<file path="src/rtl/exe_pkg.sv">
// Shared types for the result buffer: per-entry status flags, occupancy
// states and the error-counter width.
package exe_pkg;

  localparam int ERR_CNT_W = 8;

  typedef struct packed {
    logic zero;
    logic negative;
    logic error;
  } flags_t;

  typedef enum logic [1:0] {
    ST_EMPTY   = 2'd0,
    ST_PARTIAL = 2'd1,
    ST_FULL    = 2'd2
  } occ_state_t;

endpackage

</file>
<file path="src/rtl/wynik_fifo_mem.sv">
// Buffer storage: DEPTH x DW register array, one synchronous write port and
// one asynchronous read port. Contents are not reset; the control masks them.
module wynik_fifo_mem #(
  parameter int DEPTH = 4,
  parameter int DW    = 36,
  parameter int AW    = $clog2(DEPTH)
) (
  input  logic          i_clk,
  input  logic          i_we,
  input  logic [AW-1:0] i_waddr,
  input  logic [DW-1:0] i_wdata,
  input  logic [AW-1:0] i_raddr,
  output logic [DW-1:0] o_rdata
);

  logic [DW-1:0] mem_q [DEPTH];

  always_ff @(posedge i_clk) begin
    if (i_we) mem_q[i_waddr] <= i_wdata;
  end

  assign o_rdata = mem_q[i_raddr];

endmodule

</file>
<file path="src/rtl/wynik_bufor.sv">
// First-word-fall-through buffer for conversion results with push-time flags.
// Define WYNIK_BUFOR_ERRCNT_EN to build the saturating accepted-error counter.
module wynik_bufor
  import exe_pkg::*;
#(
  parameter int WIDTH = 32,
  parameter int DEPTH = 4
) (
  input  logic                       i_clk,
  input  logic                       i_rst_n,
  input  logic                       i_valid,
  input  logic [WIDTH-1:0]           i_result,
  input  logic                       i_error,
  output logic                       o_ready,
  output logic                       o_valid,
  input  logic                       i_ready,
  output logic [WIDTH-1:0]           o_result,
  output logic                       o_error,
  output logic [2:0]                 o_flags,
  output logic [$clog2(DEPTH):0]     o_count,
  output logic [ERR_CNT_W-1:0]       o_err_cnt,
  output logic [1:0]                 o_state
);

  localparam int AW = $clog2(DEPTH);
  localparam int CW = AW + 1;
  localparam int MW = WIDTH + 4;

  // Handshake: a transfer happens on a rising edge where valid and ready are
  // both 1; o_ready/o_valid depend only on the occupancy state, never on inputs.
  occ_state_t    state_q, state_d;
  logic [CW-1:0] count_q, count_d;
  logic [AW-1:0] wr_ptr_q, wr_ptr_d;
  logic [AW-1:0] rd_ptr_q, rd_ptr_d;
  logic          push, pop;
  flags_t        wr_flags;
  logic [MW-1:0] wr_data, rd_data;

  assign o_ready = (state_q != ST_FULL);
  assign o_valid = (state_q != ST_EMPTY);
  assign push    = i_valid && o_ready;
  assign pop     = o_valid && i_ready;

  always_comb begin
    wr_flags.zero     = (i_result == '0) && !i_error;
    wr_flags.negative = i_result[WIDTH-1];
    wr_flags.error    = i_error;
  end

  assign wr_data = {wr_flags, i_error, i_result};

  always_comb begin
    state_d  = state_q;
    count_d  = count_q;
    wr_ptr_d = wr_ptr_q;
    rd_ptr_d = rd_ptr_q;
    case ({push, pop})
      2'b10: begin
        count_d  = count_q + CW'(1);
        wr_ptr_d = wr_ptr_q + AW'(1);
        state_d  = (count_q == CW'(DEPTH - 1)) ? ST_FULL : ST_PARTIAL;
      end
      2'b01: begin
        count_d  = count_q - CW'(1);
        rd_ptr_d = rd_ptr_q + AW'(1);
        state_d  = (count_q == CW'(1)) ? ST_EMPTY : ST_PARTIAL;
      end
      2'b11: begin
        wr_ptr_d = wr_ptr_q + AW'(1);
        rd_ptr_d = rd_ptr_q + AW'(1);
      end
      default: ;
    endcase
  end

  always_ff @(posedge i_clk or negedge i_rst_n) begin
    if (!i_rst_n) begin
      state_q  <= ST_EMPTY;
      count_q  <= '0;
      wr_ptr_q <= '0;
      rd_ptr_q <= '0;
    end else begin
      state_q  <= state_d;
      count_q  <= count_d;
      wr_ptr_q <= wr_ptr_d;
      rd_ptr_q <= rd_ptr_d;
    end
  end

  wynik_fifo_mem #(
    .DEPTH (DEPTH),
    .DW    (MW),
    .AW    (AW)
  ) u_mem (
    .i_clk   (i_clk),
    .i_we    (push),
    .i_waddr (wr_ptr_q),
    .i_wdata (wr_data),
    .i_raddr (rd_ptr_q),
    .o_rdata (rd_data)
  );

  // Stale storage is hidden whenever the buffer holds nothing.
  assign o_result = o_valid ? rd_data[WIDTH-1:0]  : '0;
  assign o_error  = o_valid ? rd_data[WIDTH]      : 1'b0;
  assign o_flags  = o_valid ? rd_data[MW-1 -: 3]  : 3'b000;
  assign o_count  = count_q;
  assign o_state  = state_q;

`ifdef WYNIK_BUFOR_ERRCNT_EN
  logic [ERR_CNT_W-1:0] err_cnt_q, err_cnt_d;

  always_comb begin
    err_cnt_d = err_cnt_q;
    if (push && i_error && (err_cnt_q != '1)) err_cnt_d = err_cnt_q + ERR_CNT_W'(1);
  end

  always_ff @(posedge i_clk or negedge i_rst_n) begin
    if (!i_rst_n) err_cnt_q <= '0;
    else          err_cnt_q <= err_cnt_d;
  end

  assign o_err_cnt = err_cnt_q;
`else
  assign o_err_cnt = '0;
`endif

endmodule

</file>
<file path="config.mk">
export PLATFORM = sky130hd
export DESIGN_NAME = wynik_bufor
export DESIGN_NICKNAME = d
export VERILOG_FILES = /design/src/rtl/exe_pkg.sv /design/src/rtl/wynik_fifo_mem.sv /design/src/rtl/wynik_bufor.sv
export SDC_FILE = /design/constraint.sdc
export NUM_CORES = 1
export LEC_CHECK = 0
export CAP_MARGIN = 10
export CORE_MARGIN = 3
export CORE_UTILIZATION = 54
export DETAILED_ROUTE_END_ITERATION = 8
export GPL_ROUTABILITY_DRIVEN = 0
export PLACE_DENSITY = 0.89
export SETUP_SLACK_MARGIN = 0.1
export SYNTH_ARGS = -nofsm -noshare
export SYNTH_HDL_FRONTEND = slang
export SYNTH_SLANG_ARGS = --single-unit
</file>
<file path="constraint.sdc">
create_clock -name i_clk -period 2 [get_ports i_clk]
set_input_delay 0.2 -clock i_clk [delete_from_list [all_inputs] [get_ports i_clk]]
set_output_delay 0.2 -clock i_clk [all_outputs]
set_load 0.02 [all_outputs]
</file>
==> results.md, run 1 <==
* Sequential cell fraction of total power at 33.2%
* Worst-Margin Slew at about 0.59 ns
* Wire length per cell at around 22 um
* Data required time of the worst path at 1.80 ns
* Antenna violations before repair at 0
* Worst supply voltage drop on vdd at 0.9074 mV
* EDFF count, synth at about 140
* Period minus WS final at 2.224 ns
* Mean instance size in the synthesized netlist at 19.74 um^2
* Delay of the slowest critical-path stage at 0.55 ns
* Nets at 456
* Area growth from synthesis to layout at 29.46%
* Number of diodes at 0
* P_leak at 2.788 nW
* Post-synth top flop: edfxtp_1
* Area of the core region at between 10000 and 15000 um^2
* Post-DRT Antenna Nets at 0
* Aggregate global-route resource usage at about a fifth
* Max-cap violation count at 0
* Most numerous cell on the critical path: buf_12
* Number of fill cells at 616
* Number of vias per cell after detailed routing at 5.616
* Maximum clock rate at 449.7 MHz
* Share of layout cells above drive strength 1 at 38.90%
* Total CTS buffers at 17
* Level count of the clock H-tree at 4
* Post-place setup slack at -0.1120 ns
* Distinct cells, synth at 33
* DR DRC count at 0
* Final period util at 111.2%
* Power per unit of standard cell area at 1676 nW/um^2
* Most numerous cell types in the synthesized netlist: 136 x edfxtp_1, 35 x and2_1, 28 x mux4_2
* DR iter-0 viols at 188
* Logic gate share of total power at roughly 44%
* Xor and xnor area share after synthesis at 0.5896%
* Clock tree from TritonCTS: yes
* IO Port Bufs at 79
* Slowest cell on the critical path: mux4_2
* Worst min-delay path class: in -> reg
* Top fanout value on the critical path at 6
* Maximum number of pins on one net before global-route repair at 33
* Cell types with the largest area share after synthesis: edfxtp_1 69%, mux4_2 11%, dfrtp_1 3.8%, and2_1 3.7%, mux4_1 2.7%
* Number of standard cells after synthesis at 301
* YS warnings at 0
* Clock skew after layout at 0.006040 ns
* Worst-case headroom to the max-slew limit at about three fifths
* Mux share of post-synthesis cell area at a little over an eighth
* Unrepaired setup endpoints after global routing: yes
* Crit end category: output port
* Number of max-slew violations in the final report at 0
* Area of the multi-input gates at 1501 um^2
* Complex-gate fraction of the synthesized area at 0.9265%
* Iteration count of the initial detailed-routing pass at 4
* Int Pwr at 8.830 mW
* Vias at 3117
* Portion of synthesized cell area occupied by the leading cell type at 68.73%
* I/O pin count at 88
* Setup ws final at -0.2238 ns
* Category of the critical setup timing path: reg -> out
* GR Overflow Total at 0
* Flop and latch count out of synthesis at 145
* Synthesized area at 5942 um^2
* Initial standard-cell utilization of the core at a little under three fifths
* Internal reg-to-reg setup slack at 0.21 ns
* Clock-pin slew on the worst setup and hold paths at 0.06 ns
* First-pass GRT wire length at between 15000 and 20000 um
* Largest area contributor in the synthesized netlist: edfxtp_1
* Share of synthesized cell area in full adder, half adder and majority cells at around 2.5%
* Register area at 4312 um^2
* Width of the chip at 110.9 um
* Share of power burned in the clock network at 22.7%
* Number of global-route vias before repair at 3418
* Detailed-route wire length at roughly 12000 um
* Sink count of the clock tree at about 150
* Switch Pwr at around 4.1 mW
* Most repeated cell in the gate-level netlist after synthesis: edfxtp_1
* Failing checks: setup timing
* Crit path arrival time at 2.02 ns
* Clock buffer depth at 2
* FFs w/ async S/R, synth at just over 6%
* Site Rows at 37
* Worst hold slack at 0.3433 ns
* Setup TNS after final layout at -6.250 ns
* Total Die Area at 12300 um^2
* Combinational family with the most area after synthesis: multiplexers
* Crit-path cells: buf_12 -> buf_12 -> mux4_2 -> and2_4 -> buf_6
* DP Wirelength at 7230 um
* Die height at about 110 um
* Nature of the critical path startpoint: register
* Insertion delay to the later sink of the worst-skew pair at 0.52 ns
* # setup viols final at 36
* Root buf cell: clkbuf_8
* Result of the run: finished, violations left
* Share of synthesized area occupied by flip-flops and latches at slightly above 70%
* Post-synthesis share of cell area spent on and, or, nand and nor gates at 6.107%
* Hold violation count in the final report at 0
* Share of total power consumed by net switching at 31.50%
-- power groups by stage --
stage	Combinational, mW	Sequential [mW]	Clock [mW]
2_1_floorplan	2.99	4.27	0
3_3_place_gp	4.80	4.27	0
3_5_place_dp	4.87	4.32	0
4_1_cts	5.67	4.27	2.96
5_1_grt	6.04	4.33	3.08
6_report	5.69	4.27	2.93
-- metal layers --
layer | vias up | GRT usage (%) | wire length [um]
li1 | 1379 | - | -
met1 | 1578 | 24.81 | 4424
met2 | 130 | 35.60 | 6460
met3 | 30 | 4.258 | 787
met4 | 0 | 9.852 | 429
met5 | - | 0 | 0
-- final timing paths --
| path | depth (start not counted) | endpoint | start |
|---|---|---|---|
| max in group asynchronous | 2 | rd_ptr_q[0]$_DFFE_PN0P_ | i_rst_n |
| worst min register to register | 2 | o_state[1]$_DFFE_PN0P_ | o_state[1]$_DFFE_PN0P_ |
| min in group asynchronous | 2 | o_state[0]$_DFFE_PN0P_ | i_rst_n |
| worst max-delay path | 5 | o_result[15] | rd_ptr_q[0]$_DFFE_PN0P_ |
| worst min-delay path | 1 | u_mem.mem_q[0][34]$_DFFE_PP_ | i_result[31] |
| worst max register to register | 6 | wr_ptr_q[1]$_DFFE_PN0P_ | o_state[1]$_DFFE_PN0P_ |
-- worst max-delay path: cells and delay by family, from the launching register on --
kind | cells | cell delay, ns
buffers and inverters | 3 | 0.39
flip-flops | 1 | 0.40
multiplexers | 1 | 0.55
AND/OR/NAND/NOR | 1 | 0.16
-- kinds of logic after synthesis --
| logic type | after synthesis |
|---|---|
| compound gates | 9 |
| xor+xnor | 4 |
| fa+ha+maj | 12 |
| buf+inv | 34 |
| flops | 145 |
| mux | 35 |
| other cells | 1 |
| simple gates | 61 |
-- timing repair --
item / in CTS / in global routing
buffers inserted: 3 / 0
cloned: 2 / 0
hold buffers: 1 / 0
resized for setup: 246 / 8
endpoints found under the setup margin: 38 / 38
pin swaps: 8 / 5
hold endpoints to repair: 7 / 0
-- cells in the final DEF (no fill, tap or decap), types with 2 or more instances in the layout --
cell / instances
and2_1: 4
inv_6: 3
buf_16: 2
nor4_1: 7
clkinv_4: 2
o21ai_0: 3
xnor2_1: 4
clkinv_2: 2
bufinv_16: 2
dfrtp_1: 7
conb_1: 8
clkinvlp_4: 2
nor2_1: 2
clkdlybuf4s50_1: 41
clkinv_1: 2
nand2_1: 3
buf_6: 34
buf_2: 5
and2_4: 31
edfxtp_1: 136
dfrtp_2: 2
nand4_1: 2
mux4_2: 33
buf_4: 14
clkbuf_16: 16
ha_1: 12
and3_2: 4
inv_1: 10
buf_12: 6
-- state kept, by name, summed over array words and instances (netlist names) --
signal	count
o_count	3
o_state	2
u_mem.mem_q	136
rd_ptr_q	2
wr_ptr_q	2
-- final cells by class --
class / instances / share of cell area (%)
Sequential cell: 145 / 56.05
Timing Repair Buffer: 104 / 14.53
Inverter: 10 / 0.4880
Clock inverter: 13 / 1.773
Clock buffer: 18 / 5.433
Tap cell: 136 / 2.212
Multi-Input combinational cell: 129 / 19.52
-- through the flow --
stage	total power, mW	cell area (um^2)	cells	util [%]
after floorplan	7.259	5977	308	-
after global placement	9.072	6963	519	66.26
after detailed placement	9.196	6963	519	66.26
after CTS	12.90	7669	555	72.97
after global routing	13.45	7692	555	73.20
final	12.89	7692	555	73.20
Note: power is estimated with default switching activity, not from simulation.
==> run 2, diff against run 1 <==
- CAP_MARGIN: 10 -> unset
- CORE_UTILIZATION: 54 -> 55
- CTS_BUF_LIST: unset -> sky130_fd_sc_hd__clkbuf_8
- PLACE_DENSITY: 0.89 -> 0.9
==> results.md, run 2 (synthesized netlist as in run 1, its figures left out) <==
* Result of the run: finished, violations left
* Failing checks: setup timing
* Clock-pin slew on the worst setup and hold paths at 0.07 ns
* Iteration count of the initial detailed-routing pass at 4
* Post-DRT Antenna Nets at 0
* Number of vias per cell after detailed routing at 5.660
* Crit end category: output port
* Max-cap violation count at 0
* DR DRC count at 0
* Delay of the slowest critical-path stage at 0.55 ns
* Worst-Margin Slew at 0.5026 ns
* Hold violation count in the final report at 0
* Sink count of the clock tree at 145
* Period minus WS final at about 2.2 ns
* Delay-heaviest family, CP: multiplexers
* Unrepaired setup endpoints after global routing: yes
* Hold-fix buffer count after cts at 0
* Detailed-route wire length at 12150 um
* Category of the critical setup timing path: reg -> out
* IO Port Bufs at approximately 80
* Setup ws final at -0.2379 ns
* Aggregate global-route resource usage at between 20% and 30%
* Number of non-filler instances in the completed layout at 553
* Wire length per cell at 21.97 um
* Setup TNS after final layout at -4.816 ns
* Largest register FFs at 136
* Top fanout value on the critical path at 6
* DP Wirelength at 7210 um
* Clock skew after layout at 0.008327 ns
* Final period util at 111.9%
* Total CTS buffers at 17
* Site Rows at 37
* Power per unit of standard cell area at 1639 nW/um^2
* # setup viols final at 36
* Crit path arrival time at 2.04 ns
* Post-place setup slack at -0.1245 ns
* Most frequent cells in the layout: 136 x edfxtp_1, 41 x clkdlybuf4s50_1, 39 x buf_6, 34 x mux4_2, 33 x and2_4
* Register with the most flip-flops: u_mem.mem_q
* Clock buffer depth at 2
* Number of max-slew violations in the final report at 0
* Width of the chip at 109.9 um
* Worst-case headroom to the max-slew limit at 66.24%
* Slowest cell on the critical path: mux4_2
* Number of diodes at 0
* Buffer and inverter count on the worst path at 3
* DR iter-0 viols at 230
* I/O pin count at 88
* Maximum clock rate at 446.9 MHz
* Most numerous cell on the critical path: buf_6
* Insertion delay to the later sink of the worst-skew pair at roughly 0.45 ns
* Area growth from synthesis to layout at 27.54%
* Clock tree from TritonCTS: yes
* Antenna violations before repair at 0
* Nature of the critical path startpoint: register
* Initial standard-cell utilization of the core at ~57%
* Die height at 109.9 um
* Vias at 3130
* Worst supply voltage drop on vdd at approximately 0.97 mV
* Share of layout cells above drive strength 1 at 39.33%
* Most common cell after layout, fill and taps aside: edfxtp_1
* Area of the core region at between 10000 and 15000 um^2
* Nets at 454
* Maximum number of pins on one net before global-route repair at 37
* Level count of the clock H-tree at 4
* Data required time of the worst path at 1.80 ns
* Dpl cells at 514
* Number of global-route vias before repair at between 3k and 4k
* Root buf cell: clkbuf_8
* Worst min-delay path class: in -> async
* Total Die Area at 12090 um^2
* First-pass GRT wire length at ~19000 um
* Crit-path cells: buf_6 -> buf_16 -> mux4_2 -> and2_4 -> buf_6
* P_leak at 2.730 nW
* GR Overflow Total at 0
## run 2: layer usage
layer | wire (um) | global-route usage [%] | part of all wire [%]
met1 | 4688 | 28.13 | 39
met2 | 6511 | 36.22 | 54
met3 | 669 | 6.283 | 5.5
met4 | 280 | 9.172 | 2.3
met5 | 0 | 0 | 0
## run 2: through the flow
stage               area (um^2)  total power [mW]  util, %  hold WS, ns
finish                     7579             12.42    72.76      0.08547
global route               7579             13.01    72.76      0.07440
CTS                        7575             12.43    72.72      0.07140
detailed placement         6963             9.251    66.85       0.5182
global placement           6963             9.100    66.85       0.5016
floorplan                  5977             7.259        -     -0.09559
## run 2: report_power, final
| part | switching (mW) | internal (mW) | total, mW |
|---|---|---|---|
| Sequential | 0.249 | 4.03 | 4.28 |
| Clock | 1.06 | 1.20 | 2.26 |
| Combinational | 2.68 | 3.21 | 5.89 |
## run 2: cell type report
class,instances,area [um^2]
Fill cell,586,2838
Sequential cell,145,4312
Clock inverter,14,151.4
Timing Repair Buffer,102,1171
Tap cell,136,170.2
Multi-Input combinational cell,129,1503
Clock buffer,17,234.0
Inverter,10,37.54
## run 2: final timing paths
path	startpoint	endpoint	cells past startpoint	slack, ns
max in group asynchronous	i_rst_n	rd_ptr_q[0]$_DFFE_PN0P_	1	1.56
worst min-delay path	i_rst_n	o_state[1]$_DFFE_PN0P_	1	0.09
worst min register to register	wr_ptr_q[0]$_DFFE_PN0P_	wr_ptr_q[0]$_DFFE_PN0P_	1	0.53
worst max register to register	o_state[1]$_DFFE_PN0P_	wr_ptr_q[1]$_DFFE_PN0P_	6	0.21
worst max-delay path	rd_ptr_q[0]$_DFFE_PN0P_	o_result[5]	5	-0.24
min in group i_clk	i_result[6]	u_mem.mem_q[1][6]$_DFFE_PP_	1	0.42
## run 2: repair_timing
item	4_1_cts	5_1_grt
setup endpoints to repair	38	38
gates cloned	3	0
pin swaps	26	0
buffers inserted	4	1
resized for setup	264	2
==> run 3, diff against run 2 <==
- ABC_CLOCK_PERIOD_IN_PS: unset -> 2000
- CORE_UTILIZATION: 55 -> 30
- PLACE_DENSITY: 0.9 -> 0.58
==> results.md, run 3 (synthesized netlist as in run 1, its figures left out) <==
* DR iter-0 viols at 189
* Post-DRT Antenna Nets at 0
* Worst hold slack at around 0.085 ns
* FF-to-FF Start: o_state[1]$_DFFE_PN0P_
* Number of global-route vias before repair at around 3.3k
* Most numerous cell on the critical path: buf_12
* Number of fill cells at between 1.5k and 2k
* Crit-path cells: buf_12 -> buf_12 -> buf_16 -> mux4_2 -> and2_4 -> buf_6
* Root buf cell: clkbuf_8
* Area of the multi-input gates at 1516 um^2
* Top fanout value on the critical path at 7
* Crit path arrival time at 1.96 ns
* Most frequent cells in the layout: 136 x edfxtp_1, 41 x clkdlybuf4s50_1, 39 x buf_6, 34 x mux4_2, 34 x and2_4
* Nature of the critical path startpoint: register
* Period minus WS final at between 2 and 2.5 ns
* Wire length per cell at between 15 and 20 um
* Number of vias per cell after detailed routing at ~4.5
* Share of layout cells above drive strength 1 at between 40% and 50%
* Worst supply voltage drop on vdd at 0.7247 mV
* Insertion delay to the later sink of the worst-skew pair at 0.42 ns
* IO Port Bufs at 79
* Register area at 4313 um^2
* P_leak at 2.777 nW
* Slowest cell on the critical path: mux4_2
* Data required time of the worst path at 1.80 ns
* Maximum clock rate at 464.0 MHz
* Width of the chip at 146.7 um
* Max-cap violation count at 0
* Final period util at 107.8%
* Number of diodes at 0
* Worst-Margin Slew at 0.5271 ns
* Power per unit of standard cell area at 1601 nW/um^2
* Hold violation count in the final report at 0
* Failing checks: setup timing
* Total CTS buffers at 17
* Clock tree from TritonCTS: yes
* Clock skew after layout at 0.01173 ns
* Site Rows at 50
* Area growth from synthesis to layout at 32.03%
* Post-place setup slack at -0.2099 ns
* Worst-case headroom to the max-slew limit at roughly 65%
* Category of the critical setup timing path: reg -> out
* Hold-fix buffer count after cts at 0
* Detailed-route wire length at 12120 um
* Worst flop-to-flop path endpoint: wr_ptr_q[1]$_DFFE_PN0P_
* Crit end category: output port
* DR DRC count at 0
* Worst Reg2Reg Path Length in Cells at 6
* Vias at roughly 3.1k
* Clock-pin slew on the worst setup and hold paths at 0.08 ns
* Number of max-slew violations in the final report at 0
* Total Die Area at 21530 um^2
* First-pass GRT wire length at 19340 um
* Antenna violations before repair at 0
* Aggregate global-route resource usage at 11.76%
* Result of the run: finished, violations left
* Clock buffer depth at 2
* Level count of the clock H-tree at 4
* Area of the core region at 19080 um^2
* Worst min-delay path class: in -> async
* Buffer and inverter count on the worst path at 4
* DP Wirelength at approximately 8000 um
* Sink count of the clock tree at 145
* Largest register FFs at 136
* Most common cell after layout, fill and taps aside: edfxtp_1
* # setup viols final at 36
* Register with the most flip-flops: u_mem.mem_q
* Delay of the slowest critical-path stage at 0.50 ns
* Setup ws final at -0.1550 ns
* I/O pin count at about 90
* Initial standard-cell utilization of the core at 31.14%
* Delay-heaviest family, CP: multiplexers
* Unrepaired setup endpoints after global routing: yes
* Internal reg-to-reg setup slack at about 0.23 ns
* Iteration count of the initial detailed-routing pass at 4
* Maximum number of pins on one net before global-route repair at 30
* GR Overflow Total at 0
* Nets at 463
* Die height at 146.7 um
run 3: worst register-to-register path, cell delays in order, from the launching register on:
cell and delay (ns):
dfrtp_2 0.40, or2_2 0.35, nand2_2 0.13, inv_1 0.09
ha_1 0.21, nor2_2 0.14, mux2_2 0.34
run 3: what timing repair did:
| action | 4_1_cts | 5_1_grt |
|---|---|---|
| buffers inserted | 10 | 0 |
| endpoints found under the setup margin | 38 | 44 |
| cloned | 1 | 0 |
| gates resized for setup | 259 | 15 |
| pin swaps | 30 | 2 |
run 3: through the flow:
step                area, um^2  cells  util, %  power (mW)  TNS (ns)
floorplan                 5977    308        -       7.259         0
global placement          7177    644    37.61       9.370    -2.645
detailed placement        7177    644    37.61       9.426    -2.736
CTS                       7819    686    40.98       12.67    -4.711
global route              7845    686    41.11       13.24    -5.811
finish                    7845    686    41.11       12.56    -3.197
run 3: layer usage:
layer	global-route usage, %	vias to the layer above	wire length, um
li1	-	1391	-
met1	15.53	1569	5420
met2	19.17	91	5929
met3	3.300	12	642
met4	3.246	0	131
met5	0	-	0
run 3: cell type report:
cell class | count | area share [%]
multi-input combinational | 129 | 19.33
tap | 260 | 4.147
clock buffer | 17 | 2.982
inverter | 10 | 0.4785
timing repair buffer | 111 | 16.20
clock inverter | 14 | 1.882
sequential | 145 | 54.98
run 3: power breakdown:
group / internal (mW) / switching [mW] / total, mW / leakage (nW)
sequential: 4.02 / 0.190 / 4.21 / 1.36
clock: 1.20 / 1.04 / 2.24 / 0.193
combinational: 3.37 / 2.74 / 6.11 / 1.23
run 3: how the worst max path moves through the flow:
stage / slack (ns) / endpoint / depth (start not counted) / startpoint
final: -0.16 / o_result[15] / 6 / rd_ptr_q[0]$_DFFE_PN0P_
after global routing: -0.23 / o_result[11] / 6 / rd_ptr_q[0]$_DFFE_PN0P_
after CTS: -0.19 / o_result[6] / 6 / rd_ptr_q[0]$_DFFE_PN0P_
after detailed placement: -0.21 / u_mem.mem_q[0][35]$_DFFE_PP_ / 5 / i_result[17]
after global placement: -0.18 / u_mem.mem_q[1][35]$_DFFE_PP_ / 5 / i_result[1]
after floorplan: 0.10 / wr_ptr_q[1]$_DFFE_PN0P_ / 7 / o_state[1]$_DFFE_PN0P_
==> patch (settings of run 3) <==
Register the outputs `o_error` and `o_flags`, without a reset; this adds one clock of latency there. The other outputs are not delayed to match.
--- a/src/rtl/wynik_bufor.sv
+++ b/src/rtl/wynik_bufor.sv
@@ -102,8 +102,10 @@
 
   // Stale storage is hidden whenever the buffer holds nothing.
   assign o_result = o_valid ? rd_data[WIDTH-1:0]  : '0;
-  assign o_error  = o_valid ? rd_data[WIDTH]      : 1'b0;
-  assign o_flags  = o_valid ? rd_data[MW-1 -: 3]  : 3'b000;
+  always_ff @(posedge i_clk) begin
+    o_error <= o_valid ? rd_data[WIDTH]      : 1'b0;
+    o_flags <= o_valid ? rd_data[MW-1 -: 3]  : 3'b000;
+  end
   assign o_count  = count_q;
   assign o_state  = state_q;
 
Function: changed (Yosys sat finds a counterexample within 4 cycles, from zero or initial values and one cycle with i_rst_n low).
==> patch against run 3 <==
The run still ends with negative setup slack left. Total power shrank 4.7%. Wire length grew 1.8%. Via count shrank 1.3%. Setup slack lost 0.049 ns. Sequential power grew 3%. Clock power shrank 4%. Synthesized area grew 0.99%. First-iteration DRC count shrank 35%. Sequential cell count grew 3. Final area shrank 1.5%.
==> patch: results (changes against run 3) <==
[global_route]
grt_antenna_before_repair = 1  ; +1
use_met1 = 0.149  ; -0.00586
gr-usage-met2 = 0.196  ; +0.00456
grt_max_degree = 21  ; -30%
grt_pass1_wl_um = 19100  ; -1.5%
grt_util_all_layers = 0.120  ; +0.00216
grtUsageMet3 = 0.0448  ; +0.0118
grt_pass1_vias = 3267  ; -1.6%

[finish]
antenna_cells = 0  ; unchanged
drive_gt1_frac = 0.373  ; -0.0423
top_register = u_mem.mem_q
nets = 462  ; -0.22%
largest_reg_flops = 136  ; unchanged

[yosys]
yosysSeqAreaShare = 0.728  ; +0.00290
synthArstFlopShare = 0.0608  ; -0.00126
netlist_top_cells_area = edfxtp_1 (68%), mux4_2 (11%), and2_1 (3.8%)
synth_mux_area_frac = 0.133  ; -0.00132
synth_commonest_cells = edfxtp_1 (136), and2_1 (36), mux4_2 (28)
synth_compound_area_frac = 0.00938  ; +0.000118
synth_xor_area_frac = 0.00584  ; -0.0000578
synth.distinct_cells = 34  ; +3.0%
synth_edf_count = 136  ; unchanged
ys.warnings.count = 0  ; unchanged
yosys.area_share.adder = 0.0250  ; -0.000248

[timing]
setup_viol = 32  ; -11%
clock_skew_ns = 0.00662  ; -0.00511 ns
worst_pin_slew_ns = 0.489  ; -0.0379 ns
setup_slack_ns = -0.204  ; -0.0493 ns
slew_viol_final = 0  ; unchanged

[place]
numPortBuffers = 79  ; unchanged
place_ws_ns = -0.143  ; +0.0673 ns
dp_hpwl_um = 7760  ; -2.0%
dpl_cell_area_um2 = 7160  ; -0.17%

[cts]
root_buffer = clkbuf_8
ctsHtreeMaxLevel = 4  ; unchanged
clock_path_buffers = 2  ; unchanged
cts.clk_slew.worst_paths_ns = 0.08  ; about the same
insertion_delay_ns = 0.44  ; +0.02 ns
cts_buffers = 17  ; unchanged

[setup_path]
crit_start = rd_ptr_q[0]$_DFFE_PN0P_
regToRegStartpoint = o_state[1]$_DFFE_PN0P_
crit_arrival_ns = 2.00  ; +0.04 ns
worstPathMaxFanout = 8  ; +1

[detailed_routing]
drtPass1Iterations = 4  ; unchanged
routedWlPerCell_um = 17.9  ; +1.1%
drt_iter0_drc = 122  ; -35%
via_per_inst = 4.37  ; -2.1%

[power_and_ir_drop]
power.group.top = combinational cells
ir_worst_vdd_mv = 0.660  ; -8.9%
leakage_uw = 0.00271  ; -2.5%
combPwrFrac = 0.460  ; -0.026
power.total_uw = 12000  ; -4.7%
p_int_uw = 8030  ; -6.5%
clockNetworkPower_uw = 2150  ; -4%

[min_path]
hold_path_class = in2async

[outcome]
status = complete, but fails checks
violations = negative setup slack

patch: final cells by class:
class	instances	area [µm²]
fill	1819	11800
sequential	148	4370
multi-input combinational	131	1500
timing repair buffer	106	1120
tap	265	332
clock buffer	18	248
clock inverter	14	128
inverter	9	33.8
patch: metrics by stage:
stage	cells	TNS, ns
after floorplan	311	0
after global placement	650	-1.40
after detailed placement	650	-1.58
after CTS	691	-6.17
after global routing	691	-7.81
final	691	-4.65
patch: kinds of logic (layout without fill, tap and decap cells):
logic type | count (synthesis) | after routing
AO/OA/AOI/OAI | 9 | 9
XOR/XNOR | 4 | 4
adder cells (fa/ha/maj) | 12 | 12
buffers and inverters | 32 | 147
flip-flops | 148 | 148
multiplexers | 35 | 35
other | 1 | 8
AND/OR/NAND/NOR | 63 | 63
patch: worst paths after layout:
kind	depth (start not counted)	to	slack, ns
min	1	wr_ptr_q[1]$_DFFE_PN0P_	0.08
min in group i_clk	3	rd_ptr_q[1]$_DFFE_PN0P_	0.41
min reg2reg	2	o_state[1]$_DFFE_PN0P_	0.53
max	6	o_result[30]	-0.20
max in group asynchronous	1	o_state[1]$_DFFE_PN0P_	1.56
max reg2reg	6	wr_ptr_q[1]$_DFFE_PN0P_	0.23
patch: repair_timing:
item / CTS / global route
setup buffers: 6 / 0
setup endpoints to repair: 34 / 35
gates cloned: 3 / 0
gates resized for setup: 195 / 15
pin swaps: 5 / 0
patch: worst max-delay path, stage by stage, from the launching register on:
cell and delay (ns):
dfrtp_2 0.40, buf_12 0.13, buf_12 0.11, buf_16 0.13, mux4_2 0.52, and2_4 0.16, buf_6 0.12
patch: metal layers:
layer | wire [µm] | vias up
met4 | 133 | 2
met5 | 13 | -
met3 | 604 | 16
met2 | 6110 | 71
met1 | 5490 | 1540
li1 | - | 1393
